`src/rtl/down_timer.sv`:
```
// Loadable down-counter/timer with one-shot and auto-reload modes.
// Flags terminal count with a one-cycle tc pulse and a sticky done flag.
module down_timer #(
  parameter int WIDTH = 4
) (
  input  logic             clk,
  input  logic             reset,
  input  logic             load,
  input  logic [WIDTH-1:0] load_val,
  input  logic             start,
  input  logic             stop,
  input  logic             auto_reload,
  output logic [WIDTH-1:0] count,
  output logic             busy,
  output logic             tc,
  output logic             done
);

  typedef enum logic [1:0] {
    IDLE    = 2'd0,
    RUN     = 2'd1,
    EXPIRED = 2'd2
  } state_t;

  localparam logic [WIDTH-1:0] ONE = WIDTH'(1);

  state_t           state, state_next;
  logic [WIDTH-1:0] reload_q, reload_next;
  logic [WIDTH-1:0] count_next;
  logic [WIDTH-1:0] eff_count;
  logic             tc_next, done_next;

  always_ff @(posedge clk or negedge reset) begin
    if (!reset) begin
      state    <= IDLE;
      count    <= '0;
      reload_q <= '0;
      tc       <= 1'b0;
      done     <= 1'b0;
    end else begin
      state    <= state_next;
      count    <= count_next;
      reload_q <= reload_next;
      tc       <= tc_next;
      done     <= done_next;
    end
  end

  always_comb begin
    state_next  = state;
    count_next  = count;
    reload_next = load ? load_val : reload_q;
    tc_next     = 1'b0;
    done_next   = done;
    // A load in the same cycle as start supplies the starting value.
    eff_count   = load ? load_val : count;

    case (state)
      IDLE, EXPIRED: begin
        if (load)
          count_next = load_val;
        if (start && (eff_count != '0)) begin
          state_next = RUN;
          done_next  = 1'b0;
        end
      end
      RUN: begin
        if (stop) begin
          state_next = IDLE;
        end else if (count == ONE) begin
          tc_next = 1'b1;
          // Reload uses the pre-edge reload_q, so a coincident load waits a period.
          if (auto_reload && (reload_q != '0)) begin
            count_next = reload_q;
          end else begin
            count_next = '0;
            state_next = EXPIRED;
            done_next  = 1'b1;
          end
        end else begin
          count_next = count - ONE;
        end
      end
      default: state_next = IDLE;
    endcase
  end

  assign busy = (state == RUN);

endmodule

```
`config.mk`:
```
export PLATFORM = sky130hd
export DESIGN_NAME = down_timer
export DESIGN_NICKNAME = d
export VERILOG_FILES = /design/src/rtl/down_timer.sv
export SDC_FILE = /design/constraint.sdc
export NUM_CORES = 1
export LEC_CHECK = 0
export ABC_CLOCK_PERIOD_IN_PS = 1800
export BUFFER_PORTS_ARGS = -buffer_cell sky130_fd_sc_hd__buf_4
export CAP_MARGIN = 20
export CELL_PAD_IN_SITES_DETAIL_PLACEMENT = 1
export CELL_PAD_IN_SITES_GLOBAL_PLACEMENT = 1
export CORE_MARGIN = 4
export CORE_UTILIZATION = 38
export DETAILED_ROUTE_END_ITERATION = 12
export HOLD_SLACK_MARGIN = 0.03
export PLACE_DENSITY_LB_ADDON = 0.25
export SLEW_MARGIN = 20
export SYNTH_ARGS = -nofsm -noshare
export SYNTH_HDL_FRONTEND = slang
export SYNTH_SLANG_ARGS = --single-unit
```
`constraint.sdc`:
```
create_clock -name clk -period 1.8 [get_ports clk]
set_input_delay 0.36 -clock clk [delete_from_list [all_inputs] [get_ports clk]]
set_output_delay 0.36 -clock clk [all_outputs]
set_load 0.01 [all_outputs]
```
==> run metrics, run 1 <==
CTS Sinks 12; WHS 0.327 ns; Critical Path AT 1.81 ns; Initial Util 40.2%; Total Routing Usage GR approximately 15%; grt total ovfl 0; number of synthesized flops with an enable pin 0; Synth warnings 0; Seq/Total Area, Yosys 43.2%; Die X 50.8 um; Slew HR 62.7%; DRC 0; n_diodes 0; die boundary height approximately 50 um; Tightest Pin Transition 0.553 ns; initial DRC count 8; top cell type by total area after synthesis dfrtp_1; Fin Setup TNS 0 ns; Post-DP HPWL about 1400 um; I/O Buffers 16; peak supply drop 667 uV; Layout area overhead 26.3%; leak pwr 0.406 nW; Fin. Hold Viols 0; Max Cap Viol 0; post-layout util 50.8%; largest net degree at the start of global routing 14; Final Skew ~0.0030 ns; Synth Net Count 85; pwr dens 1330 nW/um^2; Final period util 91.5%; layout cells sized above 1 26.1%; reg2reg path depth 5; multi-input combinational cell area 357 um^2; r2r setup slk 0.15 ns; initial antenna violation count 0; Critical Path End Type flip-flop; Hold/Removal Path Class in -> reg; TritonCTS buffer count 3; Die Area 2580 um^2; DR WL/cell 15.0 um; drt pass-1 iters 3; capture point of the worst reg-to-reg path count[1]; Synth Instances between 70 and 80; top area cells in the synthesized netlist dfrtp_1 43%, nor2b_1 4.5%, nand2_1 4.3%; CORE AREA 1730 um^2; DRT Wirelength about 1800 um; critical path class reg -> reg; reg2reg start count[1]; global-route wire length before repair roughly 2900 um; Async SR Flop Fraction 100%; final worst path period need 1.65 ns; Main synth FF type dfrtp_1; Seq. cell area roughly 300 um^2; outcome finished clean; startpoint types flip-flop; worst skew pair latency 0.28 ns; Max FO, Critical Path 6; Mean Syn Cell Area 9.51 um^2; Syn Std Cell Area 694 um^2; fill count 227; Final Max Slew Viols 0; root buffer cell clkbuf_4; routed via count a little over 600; area share of the largest cell type after synthesis 43.2%; clock-pin transition on the worst setup and hold timing paths around 0.08 ns; Worst Path Required just under 2 ns; Routed Antenna Nets 0; #FFs+latches synth 12; H-tree depth 1; nets@finish 105; via/cell ratio 5.16; IO Count 17; TritonCTS clock tree yes; CP endpoint count[1]; max frequency 607 MHz; CTS max path bufs 2; Worst setup startpoint count[1]; Final setup viols 0; number of global-route vias before repair just over 600; Site Rows 15; Yosys cell types 27; commonest cells in the synthesized netlist 12 x dfrtp_1, 8 x nand2_1, 6 x inv_1; RSZ-0062 raised after global routing no; most numerous cell in the Yosys netlist dfrtp_1; RD Place Congestion 0.748
-- logic make-up after synthesis --
logic type	share of synthesized area, %
muxes	6.13
AOI/OAI and AO/OA	17.8
DFF	43.2
buffers and inverters	5.40
and+or+nand+nor	23.8
adders and majority gates	3.60
-- report_power, final --
group          switching (W)  leakage [nW]  internal, W
logic               0.000229         0.236     0.000252
registers           0.000129         0.150     0.000338
clock network      0.0000995        0.0210     0.000123
-- how the worst min path moves through the flow --
stage                             end  cells past startpoint  slack (ns)         from
after global placement           done                      1        0.21        reset
after global routing      reload_q[3]                      2        0.32  load_val[3]
after detailed placement         done                      1        0.21        reset
final                     reload_q[3]                      2        0.33  load_val[3]
after CTS                 reload_q[3]                      2        0.33  load_val[3]
after floorplan              count[0]                      0        0.06        reset
-- cells in the final DEF, fill, tap and decap left out, drive strengths merged, types with 4 or more instances in the layout --
cell    instances
o21ai           7
a21oi           4
nand3           4
nor2b           5
clkbuf          4
inv             6
buf            16
dfrtp          12
nand2           8
-- final cells by class --
type	instances	share of cell area [%]
Clock buffer	4	4.14
Inverter	6	2.57
Multi-Input combinational cell	53	40.7
Sequential cell	12	34.2
Tap cell	25	3.57
Timing Repair Buffer	17	14.8
-- state kept, by name (all words and copies together) (netlist names) --
signal	count
count	4
done	1
reload_q	4
state	2
tc	1
-- stage by stage --
| stage | total power [W] | setup slack [ns] | instances | cell area, um^2 |
|---|---|---|---|---|
| after floorplan | 0.000750 | 0.287 | 73 | 694 |
| after global placement | 0.000930 | 0.253 | 112 | 831 |
| after detailed placement | 0.000960 | 0.159 | 112 | 831 |
| after CTS | 0.00118 | 0.152 | 117 | 877 |
| after global routing | 0.00126 | 0.0354 | 117 | 877 |
| final | 0.00117 | 0.153 | 117 | 877 |
-- what timing repair did --
item,CTS,global route
buffers inserted,0,0
gates resized for setup,0,0
hold endpoints to repair,12,0
hold buffers,1,0
-- metal layers --
metal	GRT usage [%]	vias to the layer above	routed length, um
met4	4.04	0	19
met3	4.15	2	83
li1	-	298	-
met1	20.6	291	808
met5	0	-	0
met2	23.9	13	839
-- critical path: stages, from the launching register on --
cell	delay, ns
dfrtp_1	0.44
inv_1	0.11
ha_1	0.20
nor3b_2	0.33
o21ai_1	0.10
a221o_1	0.35
No activity file was read; power rests on OpenSTA's default activity.
==> run 2: changes to the inputs <==
- CAP_MARGIN: 20 -> 0
- CORE_MARGIN: 4 -> 3
==> run metrics, run 2 (synthesized netlist as in run 1, its figures left out) <==
outcome finished clean; root buffer cell clkbuf_4; final worst path period need 1.66 ns; critical path class reg -> reg; max frequency approximately 600 MHz; via/cell ratio a little over 5; worst skew pair latency 0.27 ns; RD Place Congestion 0.804; CTS max path bufs 2; Worst setup startpoint count[1]; Fin Setup TNS 0 ns; H-tree depth 1; largest net degree at the start of global routing 14; Site Rows 14; I/O Buffers 16; DR WL/cell roughly 14 um; initial antenna violation count 0; TritonCTS buffer count 3; Largest regs count x4, reload_q x4, state x2; Final period util 92.0%; TritonCTS clock tree yes; Die X between 40 and 50 um; global-route wire length before repair 3090 um; leak pwr around 0.42 nW; Post-DP HPWL 1370 um; Layout area overhead 28.3%; post-CTS setup buffers 0; routed via count 609; drt pass-1 iters 4; multi-input combinational cell area 357 um^2; DRT Wirelength about 1700 um; Seq. cell area 300 um^2; commonest cells after routing, fill and taps aside 18 x buf_4, 12 x dfrtp_1, 8 x nand2_1; Hold/Removal Path Class in -> reg; fill count around 190; grt total ovfl 0; Final setup viols 0; IO Count 17; pwr dens 1340 nW/um^2; Slew HR between 60% and 70%; peak supply drop 613 uV; RSZ-0062 raised after global routing no; hold_sp load_val[3]; Worst Path Required 1.96 ns; CTS Sinks 12; Initial Util 43.1%; Routed Antenna Nets 0; Max Cap Viol 0; Tightest Pin Transition 0.461 ns; DRC 0; reg2reg start count[1]; Max FO, Critical Path 6; Die Area 2380 um^2; CORE AREA ~1600 um^2; Critical Path End Type flip-flop; WHS 0.340 ns; initial DRC count 10; Fin. Hold Viols 0; n_diodes 0; Total Routing Usage GR 16.5%; startpoint types flip-flop; Final Max Slew Viols 0; Final Skew about 0.00045 ns; commonest non-fill, non-tap cell in the layout buf_4; Critical Path AT ~1.8 ns; clock-pin transition on the worst setup and hold timing paths 0.08 ns; nets@finish 107; layout cells sized above 1 27.7%; die boundary height 48.8 um; number of global-route vias before repair 700
-- run 2: cell type report --
cell class / count / area share (%)
multi-input combinational: 53 / 40.0
inverter: 6 / 2.53
sequential: 12 / 33.7
timing repair buffer: 19 / 16.3
clock buffer: 4 / 4.07
tap: 24 / 3.37
-- run 2: per-stage QoR --
step / instances / setup slack, ns / instance area [um^2] / util, % / total power [W]
after floorplan: 73 / 0.287 / 694 / - / 0.000750
after global placement: 113 / 0.260 / 845 / 52.4 / 0.000957
after detailed placement: 113 / 0.162 / 845 / 52.4 / 0.000986
after CTS: 118 / 0.147 / 891 / 55.3 / 0.00121
after global routing: 118 / 0.00313 / 891 / 55.3 / 0.00130
final: 118 / 0.144 / 891 / 55.3 / 0.00119
-- run 2: power breakdown --
part	internal, W	leakage, nW	switching (W)
combinational	0.000278	0.246	0.000275
clock	0.000123	0.0210	0.0000900
sequential	0.000339	0.150	0.0000858
-- run 2: per-layer routing --
layer	vias up	wire length (um)	GRT usage, %
met3	0	80	3.68
met2	17	850	28.5
met5	-	0	0
met1	290	753	20.0
li1	302	-	-
met4	0	0	5.69
-- run 2: final timing paths --
kind	endpoint	slack, ns	cells past startpoint
max	count[1]	0.14	5
min	reload_q[3]	0.34	2
max reg2reg	count[1]	0.14	5
min reg2reg	reload_q[2]	0.54	1
max in group asynchronous	count[3]	1.20	2
min in group asynchronous	done	0.45	2
-- run 2: worst max-delay path: stages (launching register included) --
cell	delay, ns
dfrtp_1	0.44
inv_1	0.11
ha_1	0.21
nor3b_2	0.34
o21ai_1	0.10
a221o_1	0.35
-- run 2: timing repair --
item / CTS / global route
endpoints found under the hold margin: 12 / 0
hold buffers: 1 / 0
resized for setup: 0 / 0
==> run 3: changes to the inputs <==
- BUFFER_PORTS_ARGS: -buffer_cell sky130_fd_sc_hd__buf_4 -> -buffer_cell sky130_fd_sc_hd__buf_2
- CORE_ASPECT_RATIO: not set -> 1.5
- CORE_UTILIZATION: 38 -> 25
- HOLD_SLACK_MARGIN: 0.03 -> 0.1
==> run metrics, run 3 (synthesized netlist as in run 1, its figures left out) <==
outcome finished clean; Site Rows 22; initial DRC count 12; root buffer cell clkbuf_4; commonest non-fill, non-tap cell in the layout buf_2; via/cell ratio around 4.8; critical path class reg -> reg; DRT Wirelength 1840 um; Layout area overhead 23.6%; layout cells sized above 1 26.9%; Post-DP HPWL 1410 um; CTS max path bufs 2; Critical Path AT between 1.5 and 2 ns; routed via count 620; initial antenna violation count 0; TritonCTS clock tree yes; Worst Path Required 1.96 ns; max frequency ~600 MHz; Final Max Slew Viols 0; global-route wire length before repair 3000 um; RD Place Congestion 0.761; CP max stage delay 0.45 ns; Total Routing Usage GR 11.3%; crit-path cells inv_1 > ha_1 > nor3b_2 > o21ai_1 > a221o_1; commonest cells after routing, fill and taps aside 16 x buf_2, 12 x dfrtp_1, 8 x nand2_1; die boundary height 70.6 um; delay-heaviest family, CP flip-flops; Max Cap Viol 0; number of global-route vias before repair 641; leak pwr 0.400 nW; I/O Buffers 16; Crit-path slowest cell dfrtp_1; IO Count 17; grt total ovfl 0; total power 0.00113 W; Die Area 3460 um^2; Max FO, Critical Path 6; largest net degree at the start of global routing 13; Hold/Removal Path Class in -> reg; startpoint types flip-flop; n_diodes 0; # placed instances 124; TritonCTS buffer count 3; Final setup viols 0; final worst path period need 1.66 ns; Final period util 92.2%; worst skew pair latency between 0.2 and 0.3 ns; CP bufs+invs 1; CORE AREA 2560 um^2; Die X 49.0 um; fill count around 310; Largest regs count x4, reload_q x4, state x2; H-tree depth 1; DR WL/cell 14.3 um; nets@finish 106; clock-pin transition on the worst setup and hold timing paths 0.08 ns; Routed Antenna Nets 0; Slew HR 63.9%; Layout Cells excl Fill 129; Tightest Pin Transition 0.534 ns; peak supply drop approximately 430 uV; drt pass-1 iters 4; Fin Setup TNS 0 ns; RSZ-0062 raised after global routing no; Fin. Hold Viols 0; pwr dens between 1000 and 1500 nW/um^2; Critical Path End Type flip-flop; Initial Util 27.1%; DRC 0; Final Skew 0.00226 ns; CTS Sinks 12
## run 3: changes by cell type in the layout (fill, tap and decap cells not counted), sizes merged
cell | before | now
buf | 18 | 17
## run 3: through the flow
stage / instance area (um^2) / hold slack [ns] / setup WS, ns / utilization (%)
global placement: 812 / 0.255 / 0.199 / 31.7
floorplan: 694 / 0.0644 / 0.287 / -
global route: 858 / 0.353 / 0.0471 / 33.5
finish: 858 / 0.346 / 0.140 / 33.5
CTS: 858 / 0.345 / 0.146 / 33.5
detailed placement: 812 / 0.258 / 0.179 / 31.7
## run 3: what timing repair did
action / CTS / global route
hold buffers: 1 / 0
endpoints found under the hold margin: 12 / 0
endpoints found under the setup margin: 0 / 0
setup buffers: 0 / 0
gates resized for setup: 0 / 0
## run 3: final timing paths
path / start / endpoint / slack, ns / depth (start not counted)
max: count[1] / count[1] / 0.14 / 5
min: load_val[3] / reload_q[3] / 0.35 / 2
max reg2reg: count[1] / count[1] / 0.14 / 5
min reg2reg: done / done / 0.53 / 2
max in group asynchronous: reset / count[0] / 1.09 / 2
min in group asynchronous: reset / reload_q[0] / 0.49 / 2
## run 3: layout make-up
type / instances / area [um^2] / area share [%]
timing repair buffer: 18 / 97.6 / 11.4
clock buffer: 4 / 36.3 / 4.23
sequential: 12 / 300 / 35.0
inverter: 6 / 22.5 / 2.62
tap: 36 / 45.0 / 5.25
multi-input combinational: 53 / 357 / 41.5
## run 3: routing by layer
| layer | global-route usage [%] | vias up | part of all wire (%) |
|---|---|---|---|
| li1 | - | 300 | - |
| met1 | 12.7 | 307 | 43 |
| met2 | 20.4 | 11 | 54 |
| met3 | 1.47 | 2 | 2.7 |
| met4 | 5.70 | 0 | 0.87 |
| met5 | 0 | - | 0 |
## run 3: where the power goes
part	internal [W]	switching (W)	leakage, nW	total [W]
combinational	0.000216	0.000224	0.229	0.000440
sequential	0.000338	0.000129	0.150	0.000467
clock	0.000123	0.0000968	0.0210	0.000220
